File: src/rtl/obi_burst_master.sv
// OBI initiator that turns a single burst command into a sequence of word
// accesses, with a bounded number of granted-but-unanswered transactions.
module obi_burst_master #(
    parameter int unsigned LEN_W           = 4,
    parameter int unsigned MAX_OUTSTANDING = 2
) (
    input  logic             clk_i,
    input  logic             rst_i,

    input  logic             cmd_valid_i,
    output logic             cmd_ready_o,
    input  logic [31:0]      cmd_addr_i,
    input  logic [LEN_W-1:0] cmd_len_i,
    input  logic             cmd_we_i,

    input  logic             wr_valid_i,
    output logic             wr_ready_o,
    input  logic [31:0]      wr_data_i,

    output logic             rd_valid_o,
    output logic [31:0]      rd_data_o,

    output logic             obi_req_o,
    input  logic             obi_gnt_i,
    output logic [31:0]      obi_addr_o,
    output logic             obi_we_o,
    output logic [3:0]       obi_be_o,
    output logic [31:0]      obi_wdata_o,
    input  logic             obi_rvalid_i,
    input  logic [31:0]      obi_rdata_i,
    input  logic             illegal_i,

    output logic             busy_o,
    output logic             done_o,
    output logic             err_o
);

    typedef enum logic [1:0] {IDLE, ISSUE, DRAIN} state_t;

    localparam logic [2:0]   MAX_OUT = 3'(MAX_OUTSTANDING);
    localparam logic [LEN_W:0] CNT_ONE = (LEN_W+1)'(1);

    state_t          state_q, state_d;
    logic [31:0]     addr_q;
    logic [LEN_W:0]  cnt_q;
    logic            we_q;
    logic [2:0]      out_q, out_d;
    logic            err_q;
    logic            done_q;

    logic            cmd_fire;
    logic            fire;
    logic            rsp;

    assign cmd_ready_o = (state_q == IDLE);
    assign cmd_fire    = cmd_valid_i & cmd_ready_o;

    // Request depends only on registered state and the write source, never on gnt/rvalid.
    assign obi_req_o   = ~rst_i & (state_q == ISSUE) & (out_q < MAX_OUT) & (~we_q | wr_valid_i);
    assign fire        = obi_req_o & obi_gnt_i;
    // Responses arriving with nothing outstanding (e.g. after an abort) are dropped.
    assign rsp         = obi_rvalid_i & (out_q != 3'd0);

    assign obi_addr_o  = addr_q;
    assign obi_we_o    = we_q;
    assign obi_be_o    = 4'hF;
    assign obi_wdata_o = wr_data_i;

    assign wr_ready_o  = fire & we_q;
    assign rd_valid_o  = ~rst_i & rsp & ~we_q;
    assign rd_data_o   = obi_rdata_i;

    assign busy_o      = ~rst_i & (state_q != IDLE);
    assign done_o      = ~rst_i & done_q;
    assign err_o       = ~rst_i & err_q;

    always_comb begin
        state_d = state_q;
        case (state_q)
            IDLE:    if (cmd_valid_i) state_d = ISSUE;
            ISSUE:   if (fire && cnt_q == CNT_ONE) state_d = DRAIN;
            DRAIN:   if (rsp && out_q == 3'd1) state_d = IDLE;
            default: state_d = IDLE;
        endcase
    end

    always_comb begin
        out_d = out_q;
        case ({fire, rsp})
            2'b10:   out_d = out_q + 3'd1;
            2'b01:   out_d = out_q - 3'd1;
            default: out_d = out_q;
        endcase
    end

    always_ff @(posedge clk_i) begin
        if (rst_i) begin
            state_q <= IDLE;
            out_q   <= '0;
            cnt_q   <= '0;
            addr_q  <= '0;
            we_q    <= 1'b0;
            err_q   <= 1'b0;
            done_q  <= 1'b0;
        end else begin
            state_q <= state_d;
            out_q   <= out_d;
            done_q  <= (state_q == DRAIN) && (state_d == IDLE);
            if (cmd_fire) begin
                addr_q <= cmd_addr_i;
                cnt_q  <= {1'b0, cmd_len_i} + CNT_ONE;
                we_q   <= cmd_we_i;
                err_q  <= 1'b0;
            end else if (fire) begin
                addr_q <= addr_q + 32'd4;
                cnt_q  <= cnt_q - CNT_ONE;
                if (illegal_i) err_q <= 1'b1;
            end
        end
    end

endmodule

File: config.mk
export PLATFORM = sky130hd
export DESIGN_NAME = obi_burst_master
export DESIGN_NICKNAME = d
export VERILOG_FILES = /design/src/rtl/obi_burst_master.sv
export SDC_FILE = /design/constraint.sdc
export NUM_CORES = 1
export LEC_CHECK = 0
export CAP_MARGIN = 20
export CORE_MARGIN = 4
export CORE_UTILIZATION = 38
export CTS_CLUSTER_SIZE = 8
export DETAILED_ROUTE_END_ITERATION = 10
export PLACE_DENSITY_LB_ADDON = 0.08
export SLEW_MARGIN = 10
export SYNTH_ARGS = -nofsm -noshare
export SYNTH_HDL_FRONTEND = slang
export SYNTH_SLANG_ARGS = --single-unit
File: constraint.sdc
create_clock -name clk_i -period 2.8 [get_ports clk_i]
set_input_delay 0.56 -clock clk_i [delete_from_list [all_inputs] [get_ports clk_i]]
set_output_delay 0.56 -clock clk_i [all_outputs]
set_load 0.01 [all_outputs]
==> flow_metrics.py, run 1 <==
metrics = {
    "setup_path": {
        "timing.rr.end": "obi_addr_o[10]",
        "worst-path-max-fanout": 2,
        "crit_chain": "clkdlybuf4s50_1, and4bb_1, and3_1, and2_1, clkdlybuf4s50_1",
        "reg2reg_depth": 7,
        "crit_required_ns": 2.24,
        "max_stage_delay_ns": 0.53,
        "cp.arrival_ns": 2.10,
        "crit_path_end_kind": "output pin",
        "critical_path_class": "in -> out",
        "worst_path_most_repeated_cell": "clkdlybuf4s50_1",
        "r2r-start": "out_q[2]",
        "cp-start-kind": "input port",
        "critPathSlowestCell": "clkdlybuf4s50_1",
        "rrSetupSlack_ns": 0.71,
    },
    "floorplan": {
        "core_sq_mm": 0.00773,
        "core.rowCount": 32,
        "dieArea_sq_mm": 0.00945,
        "die_y_microns": 97.2,
        "die_w_microns": 97.2,
        "ios": 216,
        "start_util": 0.391,
    },
    "layout": {
        "syn_to_final_growth_pct": 19.0,
        "layout_common_cells": "82 x clkdlybuf4s50_1, 47 x nor2_1, 45 x dfxtp_1, 23 x nand2_1, 23 x a211oi_1",
        "nNetsFinal": 508,
        "diodes": 0,
        "drive_gt1_frac": 0.0689,
        "finalCoreUtilization": 0.465,
        "final_common_cell": "clkdlybuf4s50_1",
    },
    "timing": {
        "clock_skew_ns": 0.00382,
        "setup_viol": 0,
        "hold_violations": 0,
        "fin_tns_setup_ns": 0,
        "period_share": 0.949,
        "period_needed_ns": 2.66,
        "slew_violations": 0,
        "timing.fmax_mhz": 376,
        "rsz0062_at_grt": "no",
    },
    "clocking": {
        "cts-resized-gates": 0,
        "clkLatencyLatePin_ns": 0.30,
        "cts_root_buf": "clkbuf_8",
        "cts_setup_buffers": 0,
        "cts_sinks": 45,
        "cts_tree": "yes",
        "htree_num_levels": 2,
        "path_clk_slew_ns": 0.08,
        "cts-hold-fix-buffers": 0,
        "cts_buffers": 5,
        "clock_path_buffers": 2,
    },
    "grt": {
        "grt_pass1_vias": 2527,
        "grt_overflow": 0,
        "grt_max_degree": 32,
        "grt_pass1_wl_mm": 12.9,
        "grt_usage": 0.166,
        "antenna_found_initial": 0,
    },
    "yosys": {
        "ys_types": 43,
        "ys_dominant_reg_cell": "dfxtp_1",
        "synthCells": 376,
        "ys_async_sr_fraction": 0,
        "syn_area_sq_mm": 0.00302,
        "ys_seq_area_frac": 0.298,
        "synth_seq_cells": 45,
        "syn_area_per_cell_sq_um": 8.04,
        "ys_warn_count": 0,
        "synth_edf_count": 0,
    },
    "hold_path": {
        "holdPathEnd": "obi_addr_o[1]",
        "hold_start": "obi_addr_o[1]",
        "whs_path_depth": 2,
        "min_path_type": "reg -> reg",
    },
    "route": {
        "drc": 0,
        "finalWirelength_mm": 7.91,
        "antenna_left": 0,
        "vias": 2531,
        "viasPerCell": 5.12,
        "first_iter_violations": 98,
        "wire_per_inst_microns": 16.0,
        "first_pass_iters": 4,
    },
    "placement": {
        "portBuffers": 83,
        "dp_hpwl_mm": 5.93,
        "gp_congestion": 0.816,
    },
    "job": {
        "maxCapViolations": 0,
    },
    "power": {
        "peakVddDrop_v": 0.000178,
        "leakage_nw": 1.29,
        "p_per_area_mw_per_mm2": 498,
    },
    "run_status": {
        "outcome": "finished, final reports clean",
    },
}
==> sequential cells by signal, indices dropped and copies added, names as in the netlist <==
signal and cells:
cnt_q 5, obi_addr_o 32, obi_we_o 1, state_q 2, out_q 3, done_q 1
err_q 1
==> per-layer routing <==
metal	up-vias	global-route usage	part of all wire
met5	-	0	0
met4	0	0.0626	0.027
met3	36	0.0553	0.078
met2	101	0.265	0.46
met1	1145	0.207	0.44
li1	1249	-	-
==> synth_stat cells (2+ instances only) <==
cell / n / share of area
a211oi_1: 23 / 0.057
a21oi_1: 11 / 0.018
and2_1: 4 / 0.0083
and3_1: 6 / 0.012
and4_1: 2 / 0.0058
buf_2: 4 / 0.0066
buf_4: 69 / 0.17
clkbuf_1: 14 / 0.017
dfxtp_1: 45 / 0.30
ha_1: 9 / 0.037
inv_1: 6 / 0.0074
mux2_2: 3 / 0.011
nand2_1: 24 / 0.030
nand2b_1: 2 / 0.0041
nand3_1: 16 / 0.026
nand4_1: 19 / 0.039
nor2_1: 47 / 0.058
nor2b_1: 6 / 0.012
nor3_1: 2 / 0.0033
nor3b_1: 2 / 0.0050
nor4_1: 4 / 0.0083
nor4b_1: 2 / 0.0058
o211ai_1: 2 / 0.0050
o21ai_0: 7 / 0.012
xnor2_1: 8 / 0.023
xor2_1: 22 / 0.064
==> through the flow <==
| step | area, sq um | cells | total power, mW | setup slack (ns) | hold slack, ns |
|---|---|---|---|---|---|
| floorplan | 3030 | 379 | 1.15 | 0.806 | 0.429 |
| global placement | 3480 | 486 | 1.29 | 0.145 | 0.442 |
| detailed placement | 3480 | 486 | 1.29 | 0.135 | 0.453 |
| CTS | 3600 | 494 | 1.82 | 0.135 | 0.465 |
| global route | 3600 | 494 | 1.91 | 0.0240 | 0.501 |
| finish | 3600 | 494 | 1.79 | 0.144 | 0.461 |
==> area by class of cell <==
| class | count | area (sq um) |
|---|---|---|
| inverters | 7 | 28.8 |
| clock buffers | 7 | 86.3 |
| clock inverters | 1 | 30.0 |
| flip-flops and latches | 45 | 901 |
| repair buffers | 92 | 906 |
| well taps | 102 | 128 |
| fillers | 782 | 4130 |
| multi-input cells | 240 | 1520 |
==> kinds of logic (layout without fill, tap and decap cells) <==
kind of cell               after synthesis  after routing  share of synthesized area
DFF                                     45             45                      0.298
and+or+nand+nor                        146            146                      0.254
adders and majority gates                9              9                     0.0373
buffers and inverters                   94            107                      0.205
xor gates and xnor gates                30             30                     0.0869
other                                    1              4                    0.00124
muxes                                    4              4                     0.0145
AOI/OAI and AO/OA                       47             47                      0.103
==> how the worst max path moves through the flow <==
stage / startpoint / end / cells after the start
floorplan: obi_gnt_i / obi_addr_o[10] / 7
global placement: obi_gnt_i / wr_ready_o / 5
detailed placement: obi_gnt_i / wr_ready_o / 5
CTS: obi_gnt_i / wr_ready_o / 5
global route: out_q[1] / rd_valid_o / 6
finish: obi_gnt_i / wr_ready_o / 5
==> worst max-delay path, delay by kind of cell <==
kind                   cells  cell delay, ns
AND/OR/NAND/NOR            3            0.57
buffers and inverters      2            0.97
==> where the power goes <==
group          internal (mW)  switching, mW
Sequential             0.701         0.0774
Combinational          0.270          0.223
Clock                  0.291          0.228
Note: power is estimated with default switching activity, not from simulation.
==> inputs of run 2 (changes only) <==
--- a/config.mk
+++ b/config.mk
@@ -5,11 +5,12 @@
 export SDC_FILE = /design/constraint.sdc
 export NUM_CORES = 1
 export LEC_CHECK = 0
-export CAP_MARGIN = 20
+export CAP_MARGIN = 0
 export CORE_MARGIN = 4
 export CORE_UTILIZATION = 38
 export CTS_CLUSTER_SIZE = 8
 export DETAILED_ROUTE_END_ITERATION = 10
+export MAX_ROUTING_LAYER = met4
 export PLACE_DENSITY_LB_ADDON = 0.08
 export SLEW_MARGIN = 10
 export SYNTH_ARGS = -nofsm -noshare
==> flow_metrics.py, run 2 (same netlist as run 1, synthesis figures left out) <==
metrics = {
    "setup_path": {
        "rrSetupSlack_ns": 0.71,
        "crit_path_end_kind": "output pin",
        "critPathSlowestCell": "clkdlybuf4s50_1",
        "max_stage_delay_ns": 0.53,
        "cp-start-kind": "input port",
        "reg2reg_depth": 7,
        "worst_path_most_repeated_cell": "clkdlybuf4s50_1",
        "worst-path-max-fanout": 2,
        "critPathBufInv": 2,
        "timing.rr.end": "obi_addr_o[10]",
        "cp_top_family": "buffers and inverters",
        "crit_required_ns": 2.24,
        "endpoint": "wr_ready_o",
        "r2r-start": "out_q[2]",
        "cp.arrival_ns": 2.10,
        "crit_chain": "clkdlybuf4s50_1, and4bb_1, and3_1, and2_1, clkdlybuf4s50_1",
        "crit_cells": 5,
        "critical_path_class": "in -> out",
        "critPathLaunch": "obi_gnt_i",
    },
    "clocking": {
        "cts_tree": "yes",
        "clock_path_buffers": 2,
        "clkLatencyLatePin_ns": 0.30,
        "cts_buffers": 5,
        "cts_setup_buffers": 0,
        "cts-resized-gates": 0,
        "cts_sinks": 45,
        "cts-hold-fix-buffers": 0,
        "path_clk_slew_ns": 0.08,
        "cts_root_buf": "clkbuf_8",
        "htree_num_levels": 2,
    },
    "timing": {
        "fin_tns_setup_ns": 0,
        "hold_violations": 0,
        "setup_viol": 0,
        "rsz0062_at_grt": "no",
        "period_needed_ns": 2.66,
        "slew_violations": 0,
        "period_share": 0.949,
        "clock_skew_ns": 0.00478,
        "timing.fmax_mhz": 376,
    },
    "route": {
        "first_iter_violations": 81,
        "wl_met2_mm": 3.65,
        "drc": 0,
        "vias": 2555,
        "met3_length_microns": 536,
        "finalWirelength_mm": 7.90,
        "antenna_left": 0,
        "first_pass_iters": 4,
        "drt-met1-wl_mm": 3.51,
        "viasPerCell": 5.17,
        "highest_layer": "met4",
        "wire_per_inst_microns": 16.0,
    },
    "layout": {
        "nNetsFinal": 508,
        "syn_to_final_growth_pct": 19.0,
        "diodes": 0,
        "fillers": 782,
        "drive_gt1_frac": 0.0689,
        "largest_reg_flops": 32,
        "final_common_cell": "clkdlybuf4s50_1",
        "layout_common_cells": "82 x clkdlybuf4s50_1, 47 x nor2_1, 45 x dfxtp_1, 23 x nand2_1, 23 x a211oi_1",
    },
    "grt": {
        "antenna_found_initial": 0,
        "grt_max_degree": 32,
        "grt_overflow": 0,
        "grt_pass1_vias": 2525,
        "grt_pass1_wl_mm": 12.9,
        "grt_usage": 0.171,
    },
    "floorplan": {
        "core_sq_mm": 0.00773,
        "ios": 216,
        "core.rowCount": 32,
        "dieArea_sq_mm": 0.00945,
        "start_util": 0.391,
        "die_w_microns": 97.2,
        "die_y_microns": 97.2,
    },
    "run_status": {
        "outcome": "finished, final reports clean",
    },
    "hold_path": {
        "hold_start": "obi_addr_o[1]",
        "whs_path_depth": 2,
        "min_path_type": "reg -> reg",
    },
    "job": {
        "maxCapViolations": 0,
    },
    "power": {
        "power_mw": 1.79,
        "p_per_area_mw_per_mm2": 497,
        "leakage_nw": 1.29,
        "peakVddDrop_v": 0.000178,
    },
    "placement": {
        "dp_hpwl_mm": 5.93,
        "portBuffers": 83,
        "gp_congestion": 0.828,
    },
}
[run 2: cell counts in the layout (fill, tap and decap cells not counted)]
Identical to the previous run, type by type.
[run 2: worst min-delay path by stage]
stage               slack (ns)             to
floorplan                 0.43          err_q
global placement          0.44  obi_addr_o[1]
detailed placement        0.45  obi_addr_o[1]
CTS                       0.47  obi_addr_o[1]
global route              0.50  obi_addr_o[1]
finish                    0.46  obi_addr_o[1]
[run 2: per-stage QoR]
step	utilization	instances	area, sq um	hold slack [ns]	worst slack, ns
after detailed placement	0.450	486	3480	0.453	0.135
after global routing	0.465	494	3600	0.501	0.0240
after global placement	0.450	486	3480	0.442	0.145
final	0.465	494	3600	0.461	0.144
after CTS	0.465	494	3600	0.465	0.135
after floorplan	-	379	3030	0.429	0.806
[run 2: worst reg2reg max path, delay by kind of cell (launching register included)]
| family | cells | cell delay (ns) |
|---|---|---|
| xor+xnor | 1 | 0.16 |
| simple gates | 3 | 1.03 |
| compound gates | 1 | 0.20 |
| buf+inv | 2 | 0.26 |
| flops | 1 | 0.36 |
[run 2: layer usage]
metal / vias to the layer above / global-route usage
met5: - / -
li1: 1249 / -
met2: 104 / 0.265
met4: 0 / 0.0626
met3: 35 / 0.0474
met1: 1167 / 0.212
[run 2: layout make-up]
type	count	area, sq um	share of cell area
flip-flops and latches	45	901	0.251
inverters	7	28.8	0.00800
repair buffers	92	906	0.252
multi-input cells	240	1520	0.422
clock inverters	1	30.0	0.00835
clock buffers	7	86.3	0.0240
well taps	102	128	0.0355
[run 2: where the power goes]
| group | total, mW | switching [mW] | internal, mW | leakage (nW) |
|---|---|---|---|---|
| logic | 0.493 | 0.223 | 0.270 | 0.857 |
| clock network | 0.517 | 0.226 | 0.291 | 0.0585 |
| registers | 0.778 | 0.0771 | 0.701 | 0.371 |
